`config.mk`:
```
export PLATFORM = sky130hd
export DESIGN_NAME = logger_fifo_arb
export DESIGN_NICKNAME = d
export VERILOG_FILES = /design/src/rtl/logger_fifo_arb.sv
export SDC_FILE = /design/constraint.sdc
export NUM_CORES = 1
export LEC_CHECK = 0
export BUFFER_PORTS_ARGS = -buffer_cell sky130_fd_sc_hd__buf_2
export CAP_MARGIN = 10
export CELL_PAD_IN_SITES_DETAIL_PLACEMENT = 0
export CELL_PAD_IN_SITES_GLOBAL_PLACEMENT = 1
export CORE_MARGIN = 4
export CORE_UTILIZATION = 36
export DETAILED_ROUTE_END_ITERATION = 8
export HOLD_SLACK_MARGIN = 0.06
export PLACE_DENSITY_LB_ADDON = 0.1
export SLEW_MARGIN = 25
export SYNTH_ARGS = -nofsm -noshare
export SYNTH_HDL_FRONTEND = slang
export SYNTH_SLANG_ARGS = --single-unit
```
`constraint.sdc`:
```
create_clock -name clk -period 3.33 [get_ports clk]
set_input_delay 0.999 -clock clk [delete_from_list [all_inputs] [get_ports clk]]
set_output_delay 0.999 -clock clk [all_outputs]
set_load 0.05 [all_outputs]
```
`src/rtl/logger_fifo_arb.sv`:
```
`default_nettype none
// ---------------------------------------------------------------------------
// logger_fifo_arb : round-robin, record-granular arbiter feeding one byte FIFO
// Revision 1.0
// ---------------------------------------------------------------------------
module logger_fifo_arb #(
  parameter int N_SRC         = 2,
  parameter int MAX_REC_BYTES = 56,
  parameter int CNT_W         = 16,
  parameter int GW            = (N_SRC > 1) ? $clog2(N_SRC) : 1
) (
  input  logic               clk,
  input  logic               rst_n,
  input  logic [N_SRC-1:0]   s_valid,
  input  logic [8*N_SRC-1:0] s_data,
  input  logic [N_SRC-1:0]   s_last,
  output logic [N_SRC-1:0]   s_ready,
  output logic               fifo_wr_en,
  output logic [7:0]         fifo_din,
  input  logic               fifo_full,
  input  logic               fifo_prog_full,
  input  logic               fifo_wr_rst_busy,
  output logic               busy,
  output logic [GW-1:0]      grant_idx,
  output logic [CNT_W-1:0]   rec_count,
  output logic               err_overlen
);

  localparam int BW = $clog2(MAX_REC_BYTES + 2);
  localparam logic [BW-1:0] BEAT_MAX = BW'(MAX_REC_BYTES);
  localparam logic [BW-1:0] BEAT_SAT = BW'(MAX_REC_BYTES + 1);

  typedef enum logic [0:0] {IDLE = 1'b0, XFER = 1'b1} state_t;

  state_t          state, state_nx;
  logic [BW-1:0]   beat_cnt;
  logic [GW-1:0]   winner;
  logic [GW:0]     scan_sum;
  logic            found;
  logic            arb_go;
  logic            can_wr;
  logic            sel_valid;
  logic            sel_last;
  logic [7:0]      sel_data;

  assign can_wr    = !fifo_full && !fifo_wr_rst_busy;
  assign arb_go    = (|s_valid) && !fifo_prog_full && !fifo_wr_rst_busy;
  assign sel_valid = s_valid[grant_idx];
  assign sel_last  = s_last[grant_idx];
  assign sel_data  = s_data[{grant_idx, 3'b000} +: 8];
  assign busy      = (state == XFER);

  // Scan starts one past the last grant, so the previous owner goes last.
  always_comb begin
    winner   = grant_idx;
    found    = 1'b0;
    scan_sum = '0;
    for (int k = 1; k <= N_SRC; k++) begin
      scan_sum = {1'b0, grant_idx} + (GW+1)'(k);
      if (scan_sum >= (GW+1)'(N_SRC)) scan_sum = scan_sum - (GW+1)'(N_SRC);
      if (!found && s_valid[scan_sum[GW-1:0]]) begin
        found  = 1'b1;
        winner = scan_sum[GW-1:0];
      end
    end
  end

  always_comb begin
    state_nx   = state;
    s_ready    = '0;
    fifo_wr_en = 1'b0;
    fifo_din   = 8'h00;
    case (state)
      IDLE: begin
        if (arb_go) state_nx = XFER;
      end
      XFER: begin
        s_ready[grant_idx] = can_wr;
        fifo_wr_en         = sel_valid && can_wr;
        fifo_din           = sel_data;
        if (fifo_wr_en && sel_last) state_nx = IDLE;
      end
    endcase
  end

  always_ff @(posedge clk or negedge rst_n) begin
    if (!rst_n) begin
      state       <= IDLE;
      grant_idx   <= GW'(N_SRC - 1);
      beat_cnt    <= '0;
      rec_count   <= '0;
      err_overlen <= 1'b0;
    end else begin
      state <= state_nx;
      if (state == IDLE && arb_go) begin
        grant_idx <= winner;
        beat_cnt  <= '0;
      end
      if (fifo_wr_en) begin
        if (beat_cnt != BEAT_SAT) beat_cnt <= beat_cnt + 1'b1;
        // Overlong records are flagged but still written in full.
        if (beat_cnt == BEAT_MAX && !sel_last) err_overlen <= 1'b1;
        if (sel_last) rec_count <= rec_count + 1'b1;
      end
    end
  end

endmodule
`default_nettype wire

```
==> tab_implementation.tex <==
\begin{tabular}{lr}
\hline
Metric & Value \\
\hline
\multicolumn{2}{l}{\textbf{Global route}} \\
Overall routing resource usage & around 13\% \\
Grt total ovfl & 0 \\
Number of antenna violations at the first check in global routing & 0 \\
Vias in the first global route & $\sim$1000 \\
Global-route wire length before repair & 5040 um \\
Maximum number of pins on one net before global-route repair & 26 \\
\multicolumn{2}{l}{\textbf{Clocking}} \\
Number of clock sinks & 25 \\
Setup repair bufs after CTS & 0 \\
Clock tree from TritonCTS & built \\
Hold Buf Count CTS & 0 \\
Maximum clock path buffer count & 2 \\
H-tree Lvls & 1 \\
Number of buffers created by CTS & 3 \\
Clock edge transition at the registers on the reported setup and hold paths & $\sim$0.080 ns \\
Count of cells resized by post-cts repair & 0 \\
Clk root buf & sky130\_fd\_sc\_hd\_\_clkbuf\_8 \\
Latest clock arrival within the worst-skew pair & approximately 0.26 ns \\
\multicolumn{2}{l}{\textbf{Worst setup path}} \\
Critical path capture point type & primary output \\
Arrival time worst endpoint & 2.10 ns \\
Peak fanout along the critical path & 4 \\
Setup CP Type & input port to primary output \\
Cell with the biggest individual delay on the critical path & sky130\_fd\_sc\_hd\_\_or3b\_1 \\
Delay of the slowest critical-path stage & about 0.43 ns \\
Required time reported for the critical path endpoint & 2.33 ns \\
CP most frequent cell & sky130\_fd\_sc\_hd\_\_buf\_2 \\
CP Launch Type & input port \\
Critical path cell sequence & buf\_2 -> or3b\_1 -> buf\_4 -> nor2\_1 -> buf\_2 \\
\multicolumn{2}{l}{\textbf{Floorplanning}} \\
Ports & 55 \\
Total core area & 0.00366 mm2 \\
DIE HEIGHT & approximately 70 um \\
Floorplan row count & 22 \\
Total Die Area & 0.00483 mm2 \\
Horizontal die dimension & 69.5 um \\
Starting density of the core & about 37\% \\
\multicolumn{2}{l}{\textbf{Synth}} \\
Fraction of registers with async set or reset after synthesis & 100\% \\
EDFF count, synth & 0 \\
Avg Inst Size Synth & 10.8 um2 \\
Post-Syn Nets & 155 \\
Number of library cell types mapped by synthesis & 33 \\
Seq cells post-synth & 25 \\
Flip-flop cell with the highest count after synthesis & sky130\_fd\_sc\_hd\_\_dfrtp\_1 \\
Count of mapped cells out of synthesis & roughly 130 \\
Portion of the post-synthesis area used by sequential elements & 46.0\% \\
Yosys warns & 0 \\
Synthesized cell area & 0.00136 mm2 \\
\multicolumn{2}{l}{\textbf{Timing}} \\
Total setup violations reported at the end of the flow & 0 \\
Crit path time final & 3.10 ns \\
Total count of max-transition violations in the final report & 0 \\
Period Utilization, post-route & 93.1\% \\
Worst-margin pin slew & 0.597 ns \\
Aggregate negative setup slack & 0 ns \\
Setup repair after global routing missed its margin & no \\
Layout Skew & 0.00146 ns \\
Count of final hold-check violations & 0 \\
Max Clock Freq & approximately 320 MHz \\
Worst max-slew margin expressed relative to the limit & 59.9\% \\
\multicolumn{2}{l}{\textbf{Final layout}} \\
Area growth from synthesis to final layout & 27.3\% \\
Share of final-layout standard cells stronger than drive strength 1 & 36.3\% \\
Antenna diode count & 0 \\
Total Nets Final & 212 \\
Final standard cell count with taps included and fillers excluded & 230 \\
Post-route cell area & 0.00173 mm2 \\
\multicolumn{2}{l}{\textbf{Drt}} \\
Detail Route met3 WL & 147 um \\
DRT met1 WL & 1450 um \\
Number of DRC violations after detailed-routing iteration 0 & 36 \\
Antenna violation net count after detailed routing & 0 \\
Total vias in the final route & 1100 \\
Pre-antenna DRT Iters & 4 \\
Highest metal used & met4 \\
Final WL & just over 3000 um \\
Remaining routing DRC violations & 0 \\
Met2 wirelength from detailed routing & between 1000 and 1500 um \\
Routed len/inst & 13.2 um \\
Number of vias per cell after detailed routing & approximately 4.8 \\
\multicolumn{2}{l}{\textbf{Hold path}} \\
Class of the tightest hold or removal check & flip-flop to flip-flop \\
\multicolumn{2}{l}{\textbf{Pwr}} \\
Leakage power & approximately 0.91 nW \\
Largest vdd supply drop & 0.430 mV \\
Power Density & 711 mW/mm2 \\
\multicolumn{2}{l}{\textbf{Outcome}} \\
Result of the run & completed \\
\multicolumn{2}{l}{\textbf{Placement}} \\
Cell Area, Placed & 0.00169 mm2 \\
Final weighted congestion in routability-driven placement & 0.754 \\
Number of buffers inserted by port buffering & 54 \\
Total instance count after detailed placement & 226 \\
Final HPWL DP & 2380 um \\
\multicolumn{2}{l}{\textbf{Flow run}} \\
Count of maximum capacitance violations & 0 \\
\hline
\end{tabular}
## report_power, final
| part | leakage, nW | internal [W] | switching (W) |
|---|---|---|---|
| registers | 0.334 | 0.000357 | 0.0000909 |
| clock network | 0.0255 | 0.0000836 | 0.0000920 |
| logic | 0.548 | 0.000186 | 0.000424 |
| total | 0.907 | 0.000626 | 0.000607 |
## worst max-delay path: cells and delay by family
family	cells	cell delay [ns]
buffers and inverters	3	0.57
AND/OR/NAND/NOR	2	0.52
## final cells by class
class                      count  area [um2]
fill                         359        1930
multi-input combinational     93         697
tap                           48        60.1
clock buffer                   3        41.3
clock inverter                 1        5.00
timing repair buffer          57         293
inverter                       3        11.3
sequential                    25         627
## cell usage after synthesis, types with 2 or more instances
library cell | count | area, um2
sky130_fd_sc_hd__mux2i_1 | 13 | 130
sky130_fd_sc_hd__clkbuf_1 | 2 | 7.51
sky130_fd_sc_hd__nand3_1 | 8 | 40.0
sky130_fd_sc_hd__nor2_1 | 8 | 30.0
sky130_fd_sc_hd__a21oi_1 | 2 | 10.0
sky130_fd_sc_hd__nor2b_1 | 8 | 50.1
sky130_fd_sc_hd__nand4_1 | 7 | 43.8
sky130_fd_sc_hd__dfrtp_1 | 24 | 601
sky130_fd_sc_hd__inv_1 | 3 | 11.3
sky130_fd_sc_hd__ha_1 | 4 | 50.1
sky130_fd_sc_hd__xnor2_1 | 15 | 131
sky130_fd_sc_hd__nor3_1 | 3 | 15.0
sky130_fd_sc_hd__and3_1 | 6 | 37.5
sky130_fd_sc_hd__nand2_1 | 4 | 15.0
## metrics by stage
stage | setup WS, ns | util [%] | hold WS (ns) | total power, W
4_1_cts | 0.231 | 47.4 | 0.477 | 0.00125
6_report | 0.230 | 47.4 | 0.471 | 0.00123
5_1_grt | 0.161 | 47.4 | 0.498 | 0.00131
2_1_floorplan | 0.0878 | - | 0.441 | 0.000925
3_5_place_dp | 0.234 | 46.1 | 0.460 | 0.00107
3_3_place_gp | 0.245 | 46.1 | 0.455 | 0.00106
## kinds of logic (layout without fill, tap and decap cells)
kind of cell,after synthesis,count (layout),share of synthesized area (%)
buffers and inverters,8,64,2.85
AO/OA/AOI/OAI,7,7,4.04
multiplexers,14,14,10.4
adder cells (fa/ha/maj),4,4,3.67
AND/OR/NAND/NOR,52,52,22.8
XOR/XNOR,16,16,10.3
flip-flops,25,25,46.0
## worst paths after layout
kind	slack [ns]	endpoint	depth (start not counted)	from
max in group asynchronous	2.25	grant_idx	1	rst_n
min in group asynchronous	0.71	rec_count[13]	1	rst_n
worst min-delay path	0.47	rec_count[15]	1	rec_count[15]
worst max-delay path	0.23	s_ready[0]	5	fifo_wr_rst_busy
worst min register to register	0.47	rec_count[15]	1	rec_count[15]
worst max register to register	1.10	rec_count[11]	5	busy
## sequential cells by signal, summed over array words and instances (netlist names)
signal       flops
rec_count       16
beat_cnt         6
busy             1
err_overlen      1
grant_idx        1
## metal layers
metal  up-vias  track usage [%]
met3         4             3.33
met4         0             2.60
met5         -                0
li1        559                -
met1       508             18.5
met2        29             19.2
## placed cells by master, fill, tap and decap left out, drive strengths merged, types with 4 or more instances in the layout
cell   instances
nor3           4
nor2           8
dfrtp         24
xnor2         15
and3           6
nand2          4
nand4          7
buf           57
nand3          8
ha             4
nor2b          8
mux2i         13
Power figures use the tool's default switching activity.
